`config.mk`:
```
export PLATFORM = sky130hd
export DESIGN_NAME = vpi_value_change_log
export DESIGN_NICKNAME = d
export VERILOG_FILES = /design/src/rtl/vpi_value_change_log.sv
export SDC_FILE = /design/constraint.sdc
export NUM_CORES = 1
export LEC_CHECK = 0
export ABC_CLOCK_PERIOD_IN_PS = 2400
export CORE_ASPECT_RATIO = 0.9
export CORE_UTILIZATION = 53
export DETAILED_ROUTE_END_ITERATION = 10
export PLACE_DENSITY = 0.79
export SLEW_MARGIN = 25
export SYNTH_ARGS = -nofsm -noshare
export SYNTH_HDL_FRONTEND = slang
export SYNTH_SLANG_ARGS = --single-unit
```
`constraint.sdc`:
```
create_clock -name clk -period 2.4 [get_ports clk]
set_input_delay 0.48 -clock clk [delete_from_list [all_inputs] [get_ports clk]]
set_output_delay 0.48 -clock clk [all_outputs]
set_load 0.1 [all_outputs]
```
`src/rtl/vpi_value_change_log.sv`:
```
// Multi-channel value-change recorder: masked changes become {channel, value, timestamp}
// records, coalesced per channel and queued in a first-word fall-through FIFO.
module vpi_value_change_log #(
  parameter int unsigned NUM_CH = 4,
  parameter int unsigned DATA_W = 8,
  parameter int unsigned DEPTH  = 16,
  parameter int unsigned TS_W   = 16,
  localparam int unsigned CH_W  = (NUM_CH > 1) ? $clog2(NUM_CH) : 1,
  localparam int unsigned CNT_W = $clog2(DEPTH + 1)
) (
  input  logic                     clk,
  input  logic                     rst_n,
  input  logic                     enable,
  input  logic                     clear,
  input  logic [NUM_CH-1:0]        ch_mask,
  input  logic [NUM_CH*DATA_W-1:0] ch_data,
  output logic                     rd_valid,
  input  logic                     rd_ready,
  output logic [CH_W-1:0]          rd_ch,
  output logic [DATA_W-1:0]        rd_value,
  output logic [TS_W-1:0]          rd_time,
  output logic [CNT_W-1:0]         count,
  output logic                     dropped
);

  localparam int unsigned PTR_W = (DEPTH > 1) ? $clog2(DEPTH) : 1;
  localparam logic [1:0] S_IDLE = 2'd0;
  localparam logic [1:0] S_ARM  = 2'd1;
  localparam logic [1:0] S_RUN  = 2'd2;

  logic [1:0]        r_state;
  logic [1:0]        w_state_nxt;
  logic [DATA_W-1:0] r_prev      [NUM_CH];
  logic [DATA_W-1:0] r_pend_val  [NUM_CH];
  logic [TS_W-1:0]   r_pend_time [NUM_CH];
  logic [NUM_CH-1:0] r_pending;
  logic [TS_W-1:0]   r_ts;
  logic [CH_W-1:0]   r_mem_ch    [DEPTH];
  logic [DATA_W-1:0] r_mem_val   [DEPTH];
  logic [TS_W-1:0]   r_mem_time  [DEPTH];
  logic [PTR_W-1:0]  r_wr_ptr;
  logic [PTR_W-1:0]  r_rd_ptr;
  logic [CNT_W-1:0]  r_count;
  logic              r_valid;
  logic              r_dropped;

  logic              w_pop;
  logic              w_push;
  logic              w_full;
  logic [CH_W-1:0]   w_push_ch;
  logic              w_arm;
  logic              w_run;
  logic [NUM_CH-1:0] w_change;
  logic [CNT_W-1:0]  w_count_nxt;

  // Scheduler, change detection and next-state logic
  always_comb begin
    w_state_nxt = r_state;
    w_push_ch   = '0;
    w_change    = '0;
    w_count_nxt = r_count;
    w_pop       = rd_ready && (r_count != '0);
    w_full      = (r_count == CNT_W'(DEPTH));
    for (int c = NUM_CH - 1; c >= 0; c--) begin
      if (r_pending[c]) w_push_ch = CH_W'(c);
    end
    w_push = (|r_pending) && (!w_full || w_pop);
    w_arm  = enable && (r_state != S_RUN);
    w_run  = enable && (r_state == S_RUN);
    for (int c = 0; c < NUM_CH; c++) begin
      w_change[c] = w_run && ch_mask[c] && (ch_data[c*DATA_W +: DATA_W] != r_prev[c]);
    end
    if (w_push && !w_pop)      w_count_nxt = r_count + CNT_W'(1);
    else if (w_pop && !w_push) w_count_nxt = r_count - CNT_W'(1);
    if (clear)       w_state_nxt = enable ? S_ARM : S_IDLE;
    else if (enable) w_state_nxt = S_RUN;
    else             w_state_nxt = S_IDLE;
  end

  always_ff @(posedge clk or negedge rst_n) begin
    if (!rst_n) r_state <= S_IDLE;
    else        r_state <= w_state_nxt;
  end

  always_ff @(posedge clk or negedge rst_n) begin
    if (!rst_n) begin
      r_pending <= '0;
      r_ts      <= '0;
      r_wr_ptr  <= '0;
      r_rd_ptr  <= '0;
      r_count   <= '0;
      r_valid   <= 1'b0;
      r_dropped <= 1'b0;
      for (int c = 0; c < NUM_CH; c++) begin
        r_prev[c]      <= '0;
        r_pend_val[c]  <= '0;
        r_pend_time[c] <= '0;
      end
      for (int i = 0; i < DEPTH; i++) begin
        r_mem_ch[i]   <= '0;
        r_mem_val[i]  <= '0;
        r_mem_time[i] <= '0;
      end
    end else if (clear) begin
      r_pending <= '0;
      r_ts      <= '0;
      r_wr_ptr  <= '0;
      r_rd_ptr  <= '0;
      r_count   <= '0;
      r_valid   <= 1'b0;
      r_dropped <= 1'b0;
    end else begin
      if (w_arm) begin
        for (int c = 0; c < NUM_CH; c++) r_prev[c] <= ch_data[c*DATA_W +: DATA_W];
      end
      // Clear the pushed bit first so a same-edge change on that channel re-arms it
      if (w_push) r_pending[w_push_ch] <= 1'b0;
      if (w_run) begin
        r_ts <= r_ts + TS_W'(1);
        for (int c = 0; c < NUM_CH; c++) begin
          r_prev[c] <= ch_data[c*DATA_W +: DATA_W];
          if (w_change[c]) begin
            r_pending[c]   <= 1'b1;
            r_pend_val[c]  <= ch_data[c*DATA_W +: DATA_W];
            r_pend_time[c] <= r_ts;
            if (r_pending[c] && !(w_push && (w_push_ch == CH_W'(c)))) r_dropped <= 1'b1;
          end
        end
      end
      if (w_push) begin
        r_mem_ch[r_wr_ptr]   <= w_push_ch;
        r_mem_val[r_wr_ptr]  <= r_pend_val[w_push_ch];
        r_mem_time[r_wr_ptr] <= r_pend_time[w_push_ch];
        r_wr_ptr             <= r_wr_ptr + PTR_W'(1);
      end
      if (w_pop) r_rd_ptr <= r_rd_ptr + PTR_W'(1);
      r_count <= w_count_nxt;
      r_valid <= (w_count_nxt != '0);
    end
  end

  assign rd_valid = r_valid;
  assign rd_ch    = r_mem_ch[r_rd_ptr];
  assign rd_value = r_mem_val[r_rd_ptr];
  assign rd_time  = r_mem_time[r_rd_ptr];
  assign count    = r_count;
  assign dropped  = r_dropped;

endmodule

```
==> results.cfg, run 1 <==
[critical_path]
slowest_delay_ns = 0.55
path_max_fanout = 10
worstRegToRegCells = 8
arrival_ns = 2.73
cp.required_ns = 1.92
cp_top_family = multiplexers
cp_cell_sequence = buf_12 -> buf_12 -> mux4_2 -> mux4_2 -> buf_12
endpoint_kind = output pin
startpoint_type = register
path_class = reg -> out
r2r-start = count[1]
critPathBufInv = 3
crit_slowest_cell = mux4_2
critPathMostFrequentCell = buf_12
r2r-end = rd_valid
r2r_slack_ns = 0.05

[logic_synthesis]
yosys.area.top_type = dfrtp_1
ys_seq_area_share_pct = 56.67
async_reset_ff_share_pct = 100.0
synth_cells = 2241
syn_nets = 2291
synth.distinct_cells = 58
ys_ff_latch = 581
synth_area_leaders = dfrtp_1 57%, mux4_2 11%, o21ai_0 8.3%, nand2_1 7.1%, mux2_2 5.6%
synth_top_area_share_pct = 56.67
synth_top_flop_cell = dfrtp_1
yosysWarnings = 0
synth-edff-count = 0
netlist_area_um2 = 25660
syn_avg_cell_area_um2 = 11.45

[sta]
tightestPinTransition_ns = 0.7283
fin_ws_ns = -0.8080
hold_viol = 0
fin_setup_tns_ns = -19.42
skew_ns = 0.02557
slew_viol_final = 0
rsz0062_at_grt = yes
fmax_ghz = 0.3117
post-route-min-period_ns = 3.208
finalCritPeriodShare_pct = 133.7
setup_violations = 26
slew_headroom_pct = 51.44

[cells_and_area]
diodes = 0
drive_above_1_share_pct = 24.41
syn2layout_area_growth_pct = 19.37
stdcell_count = 3016
fin_nets = 2394
fillers = 3313

[grt]
grt_pass1_vias = 19450
grt_pass1_wl_um = 104700
grt_use_total_pct = 27.37
antenna_found_initial = 1
grt_max_degree = 84
grt.overflow.total = 0

[placement]
numPlacedInstances = 2889
dp_hpwl_um = 38600
port_buffers = 73
place.gp.congestion = 0.8214

[floorplan]
num_rows = 76
die-area_um2 = 49290
num_io_pins = 74
core_um2 = 47830
dieWidth_um = 233.9
initial_utilization_pct = 53.64
die_y_um = 210.7

[outcome]
status = finished, violations left
violations = setup timing

[route]
wl_um = 67960
routedWlPerCell_um = 22.53
ant_nets = 0
drtIter0Drc = 2260
dr.pass1.iters = 8
vias = 18760
drc = 0
viasPerCell = 6.219

[pwr]
max-vdd-ir-drop_mv = 0.6335
powerDensity_nw_per_um2 = 840.3
totalPowerFinal_uw = 25730
p_leak_uw = 0.01350

[clock_network]
clock_path_buffers = 3
cts.reportedPaths.clkPinSlew_ns = 0.07
h-tree-depth = 2
cts.sinks = 581
numCtsBuffers = 57
clock_latency_ns = 0.63
cts_root_buf = clkbuf_16
cts_tree = done

[run]
cap_violations = 0

[min_path]
holdCritPathClass = in -> async
state kept, by name, summed over array words and instances, names as in the netlist:
name,cells
r_mem_time,256
r_mem_val,128
r_pend_time,64
r_mem_ch,32
r_pend_val,32
r_prev,32
r_ts,16
count,5
r_pending,4
r_rd_ptr,4
r_wr_ptr,4
r_state,2
dropped,1
rd_valid,1
through the flow:
step | utilization [%] | instance area (um^2) | hold slack [ns] | setup WS (ns)
after floorplan | - | 25760 | 0.1844 | -0.07133
after global placement | 59.01 | 28220 | 0.4280 | -0.1306
after detailed placement | 59.01 | 28220 | 0.4337 | -0.1705
after CTS | 63.46 | 30360 | 0.3388 | -0.7968
after global routing | 64.03 | 30620 | 0.3574 | -0.8541
final | 64.03 | 30620 | 0.3665 | -0.8080
cell type report:
type | count | area, um^2 | area share [%]
Clock inverter | 23 | 321.6 | 1.050
Multi-Input combinational cell | 1478 | 10410 | 33.98
Inverter | 5 | 18.77 | 0.06128
Sequential cell | 581 | 14560 | 47.54
Timing Repair Buffer | 221 | 2861 | 9.344
Tap cell | 624 | 780.7 | 2.549
Clock buffer | 84 | 1679 | 5.483
worst max path at each step:
stage,start,endpoint,slack (ns),cells after the start
2_1_floorplan,r_rd_ptr[0],rd_ch[0],-0.07,5
3_3_place_gp,r_rd_ptr[0],rd_time[9],-0.13,5
3_5_place_dp,rd_ready,r_mem_time[245],-0.17,10
4_1_cts,r_rd_ptr[0],rd_time[9],-0.80,5
5_1_grt,r_rd_ptr[0],rd_time[9],-0.85,5
6_report,r_rd_ptr[0],rd_time[9],-0.81,5
power breakdown:
group	internal (uW)	switching, uW	total, uW	leakage, uW
Sequential	10200	312	10500	0.00797
Combinational	2470	3250	5720	0.00455
Clock	5610	3900	9510	0.000986
cells in the final DEF, fill, tap and decap left out, types with 13 or more instances in the layout:
cell | synthesis | layout
mux4_2 | 130 | 130
buf_12 | 0 | 73
mux2_2 | 128 | 128
xnor2_1 | 22 | 22
clkbuf_8 | 2 | 13
clkbuf_1 | 72 | 13
o21ai_1 | 15 | 16
dfrtp_1 | 581 | 574
nand3_1 | 38 | 26
xor2_1 | 32 | 31
nor2_1 | 106 | 103
o21ai_0 | 423 | 422
nand2_1 | 483 | 483
nand4_1 | 14 | 14
buf_4 | 6 | 96
clkbuf_16 | 0 | 65
clkdlybuf4s50_1 | 0 | 38
cells by family after synthesis:
| logic type | share of synthesized area, % |
|---|---|
| compound gates | 9.754 |
| xor+xnor | 1.843 |
| simple gates | 10.87 |
| mux | 17.11 |
| fa+ha+maj | 0.4389 |
| flops | 56.67 |
| buf+inv | 3.316 |
Yosys cell counts, drive strengths merged, types with 2 or more instances:
cell    number
a32oi        2
a21oi        8
xor2        32
nor4         5
o21ai      451
and2         2
ha           9
or3          3
nor3         4
nand2      483
and3         8
xnor2       22
nand4       14
mux2       128
nor2       108
inv          5
o21a         2
nor2b        3
mux4       130
o211ai       2
buf         88
nand3       38
nand2b       3
mux2i        2
clkbuf      89
dfrtp      581
nand4b       2
what timing repair did:
item	in CTS	in global routing
setup buffers	6	4
setup endpoints to repair	26	36
pin swaps	0	3
hold endpoints to repair	48	0
gates resized for setup	3	10
hold buffers	1	0
gates cloned	2	7
worst register-to-register path: stages, from the launching register on:
cell and delay, ns:
dfrtp_4 0.47, inv_1 0.12, ha_1 0.17, or3b_4 0.43, o21a_4 0.24, and2_4 0.19
a32oi_2 0.17, xor2_1 0.27, a41oi_2 0.15
per-layer routing:
metal  up-vias  part of all wire (%)  global-route usage, %
li1       8009                     -                      -
met4         0                   4.3                  10.55
met1      9551                    38                  36.38
met5         -                     0                      0
met2       968                    49                  45.03
met3       229                   8.9                  4.900
Power figures use the tool's default switching activity.
==> run 2, diff against run 1 <==
SETUP_SLACK_MARGIN = 0.1   (was unset)
==> results.cfg, run 2 <==
[logic_synthesis]
synth_area_leaders = dfrtp_1 57%, mux4_2 11%, o21ai_0 8.3%, nand2_1 7.1%, mux2_2 5.6%
ys_ff_latch = 581
synth.distinct_cells = 58
synth_top_area_share_pct = 56.67
yosysMostFrequentCell = dfrtp_1
synth_top_flop_cell = dfrtp_1
syn_avg_cell_area_um2 = 11.45
synth-edff-count = 0
synth_cells = 2241
netlist_area_um2 = 25660
yosysWarnings = 0
ys_seq_area_share_pct = 56.67
yosys.area.top_type = dfrtp_1
syn_nets = 2291
async_reset_ff_share_pct = 100.0
synth_common_cells = 581 x dfrtp_1, 483 x nand2_1, 423 x o21ai_0

[placement]
dp_hpwl_um = 37950
port_buffers = 73
place.gp.congestion = 0.8254

[outcome]
status = did not finish
error_line = [ERROR GRT-0232] Routing congestion too high. Check the congestion heatmap in the GUI.
failed_stage = global routing

[grt]
antenna_found_initial = 23
grt_max_degree = 90
grt_use_total_pct = 78.85
grt.overflow.total = 11

[floorplan]
num_rows = 76
num_io_pins = 74
initial_utilization_pct = 53.64
die_y_um = 210.7
dieWidth_um = 233.9

[clock_network]
h-tree-depth = 2
numCtsBuffers = 56
cts_root_buf = clkbuf_16
clock_path_buffers = 3
cts.sinks = 581

[sta]
postGrtWorstEndpoint = rd_time[9]
worst-ep-kind = top-level output
run 2: stage by stage:
stage	setup slack (ns)	utilization, %	std cells	hold WS, ns	cell area, um^2
2_1_floorplan	-0.07133	-	2241	0.1844	25770
3_3_place_gp	-0.1521	58.67	2876	0.3975	28060
3_5_place_dp	-0.1550	58.67	2876	0.4007	28060
4_1_cts	-0.8354	69.11	3102	0.2446	33060
run 2: what timing repair did:
| item | CTS |
|---|---|
| setup buffers | 64 |
| cloned | 60 |
| resized for setup | 370 |
| hold endpoints to repair | 30 |
| pin swaps | 103 |
| endpoints found under the setup margin | 214 |
| hold buffers | 1 |
run 2: metal layers:
layer  overflow  track usage, %
met2          5           87.57
met5          0           66.63
met3          1           75.45
met4          3           70.87
met1          2           77.67
run 2: kinds of logic after synthesis:
kind of cell,synth area share [%]
multiplexers,17.11
AND/OR/NAND/NOR,10.87
flip-flops,56.67
buffers and inverters,3.316
adder cells (fa/ha/maj),0.4389
AO/OA/AOI/OAI,9.754
XOR/XNOR,1.843
==> run 3, diff against run 2 <==
ABC_CLOCK_PERIOD_IN_PS = 3120   (was 2400)
CORE_ASPECT_RATIO = unset   (was 0.9)
CORE_UTILIZATION = 38   (was 53)
PLACE_DENSITY = unset   (was 0.79)
PLACE_DENSITY_LB_ADDON = 0.15   (was unset)
SETUP_SLACK_MARGIN = unset   (was 0.1)
clock period = 3.12 ns   (was 2.4 ns; I/O delays follow)
==> results.cfg, run 3 (synthesis results as in run 1) <==
[sta]
finalCritPeriodShare_pct = 107.2
holdWs_ns = 0.4730
setup_violations = 26
rsz0062_at_grt = yes
tightestPinTransition_ns = 0.9778
slew_viol_final = 0
hold_viol = 0
fin_ws_ns = -0.2261
fmax_ghz = 0.2989
post-route-min-period_ns = 3.346
skew_ns = 0.01748
slew_headroom_pct = 34.81

[route]
drtIter0Drc = 1106
dr.pass1.iters = 5
drc = 0
wl_um = 66390
viasPerCell = 5.275
vias = 17010
ant_nets = 0
routedWlPerCell_um = 20.59

[cells_and_area]
syn2layout_area_growth_pct = 19.57
fin_nets = 2363
largest_register = r_mem_time
layout_commonest_cell = dfrtp_1
fillers = 6067
top_regs = r_mem_time (256), r_mem_val (128), r_pend_time (64)
final_cell_mix = 578 x dfrtp_1, 483 x nand2_1, 423 x o21ai_0
largest_reg_flops = 256
drive_above_1_share_pct = 23.22

[clock_network]
cts_root_buf = clkbuf_16
cts.reportedPaths.clkPinSlew_ns = 0.06
h-tree-depth = 3
clock_path_buffers = 3
numCtsBuffers = 67
cts_tree = done
cts.sinks = 581
clock_latency_ns = 0.60

[critical_path]
startpoint_type = register
path_class = reg -> out
path_max_fanout = 6
cp.required_ns = 2.50
arrival_ns = 2.72
endpoint_kind = output pin
worstRegToRegCells = 9
crit_end = rd_ch[1]
r2r_slack_ns = 0.49
startpoint = r_rd_ptr[0]
r2r-start = count[0]
r2r-end = r_mem_time[49]

[pwr]
max-vdd-ir-drop_mv = 0.3489
powerDensity_nw_per_um2 = 670.1
p_leak_uw = 0.01337
totalPowerFinal_uw = 20560

[grt]
grt_pass1_vias = 17670
grt_use_total_pct = 20.32
grt_max_degree = 103
grt_pass1_wl_um = 106000
grt.overflow.total = 0
antenna_found_initial = 1

[floorplan]
num_rows = 94
core_um2 = 66330
die-area_um2 = 68560
die_y_um = 261.8
initial_utilization_pct = 38.68
num_io_pins = 74
dieWidth_um = 261.8

[outcome]
violations = setup timing
status = finished, violations left

[run]
cap_violations = 0

[placement]
place.gp.congestion = 0.7460
port_buffers = 73
dp_hpwl_um = 40460

[min_path]
holdCritPathClass = reg -> reg
-- run 3: power breakdown --
part | total, uW | internal (uW) | switching [uW]
clock | 8090 | 4950 | 3140
combinational | 4410 | 1940 | 2470
sequential | 8060 | 7830 | 226
-- run 3: layout make-up --
cell class / count / area (um^2) / area share (%)
inverter: 5 / 18.77 / 0.06118
clock buffer: 97 / 2001 / 6.522
antenna: 1 / 2.502 / 0.008158
tap: 864 / 1081 / 3.524
multi-input combinational: 1478 / 10350 / 33.74
sequential: 581 / 14550 / 47.42
clock inverter: 19 / 275.3 / 0.8973
timing repair buffer: 180 / 2401 / 7.827
-- run 3: how the worst min path moves through the flow --
stage | start | end | cells past startpoint
3_3_place_gp | r_mem_val[35] | r_mem_val[35] | 2
2_1_floorplan | rst_n | count[0] | 0
6_report | r_mem_time[79] | r_mem_time[79] | 2
4_1_cts | r_mem_time[25] | r_mem_time[25] | 2
3_5_place_dp | r_mem_time[25] | r_mem_time[25] | 2
5_1_grt | r_mem_time[141] | r_mem_time[141] | 2
-- run 3: per-layer routing --
metal / part of all wire [%] / GRT usage (%)
met5: 0 / 0
met4: 2.0 / 4.974
met3: 3.7 / 3.366
met2: 49 / 33.49
met1: 46 / 28.01
-- run 3: repair_timing --
| item | in CTS | in global routing |
|---|---|---|
| hold endpoints to repair | 28 | 0 |
| gates cloned | 4 | 1 |
| endpoints found under the setup margin | 26 | 26 |
| buffers inserted | 7 | 6 |
| gates resized for setup | 16 | 2 |
| hold buffers | 1 | 0 |
| pin swaps | 0 | 0 |
-- run 3: worst max-delay path, stage by stage (launching register included) --
cell and delay (ns):
dfrtp_4 0.49, buf_12 0.17, buf_8 0.13, mux4_2 0.50, mux4_2 0.60, buf_12 0.22
-- run 3: stage by stage --
step	TNS, ns	instance area [um^2]	instances	utilization, %	setup slack, ns
2_1_floorplan	0	25660	2241	-	0.2369
3_3_place_gp	0	28060	3089	42.31	0.2957
3_5_place_dp	0	28070	3089	42.31	0.2707
4_1_cts	-6.214	30590	3217	46.12	-0.2675
5_1_grt	-6.541	30670	3224	46.24	-0.2875
6_report	-4.781	30680	3225	46.24	-0.2261
==> run 4, diff against run 3 <==
CAP_MARGIN = 5   (was unset)
HOLD_SLACK_MARGIN = 0.1   (was unset)
==> results of run 4 <==
Same layout as run 3: the final DEF is identical, and so are final timing and power.
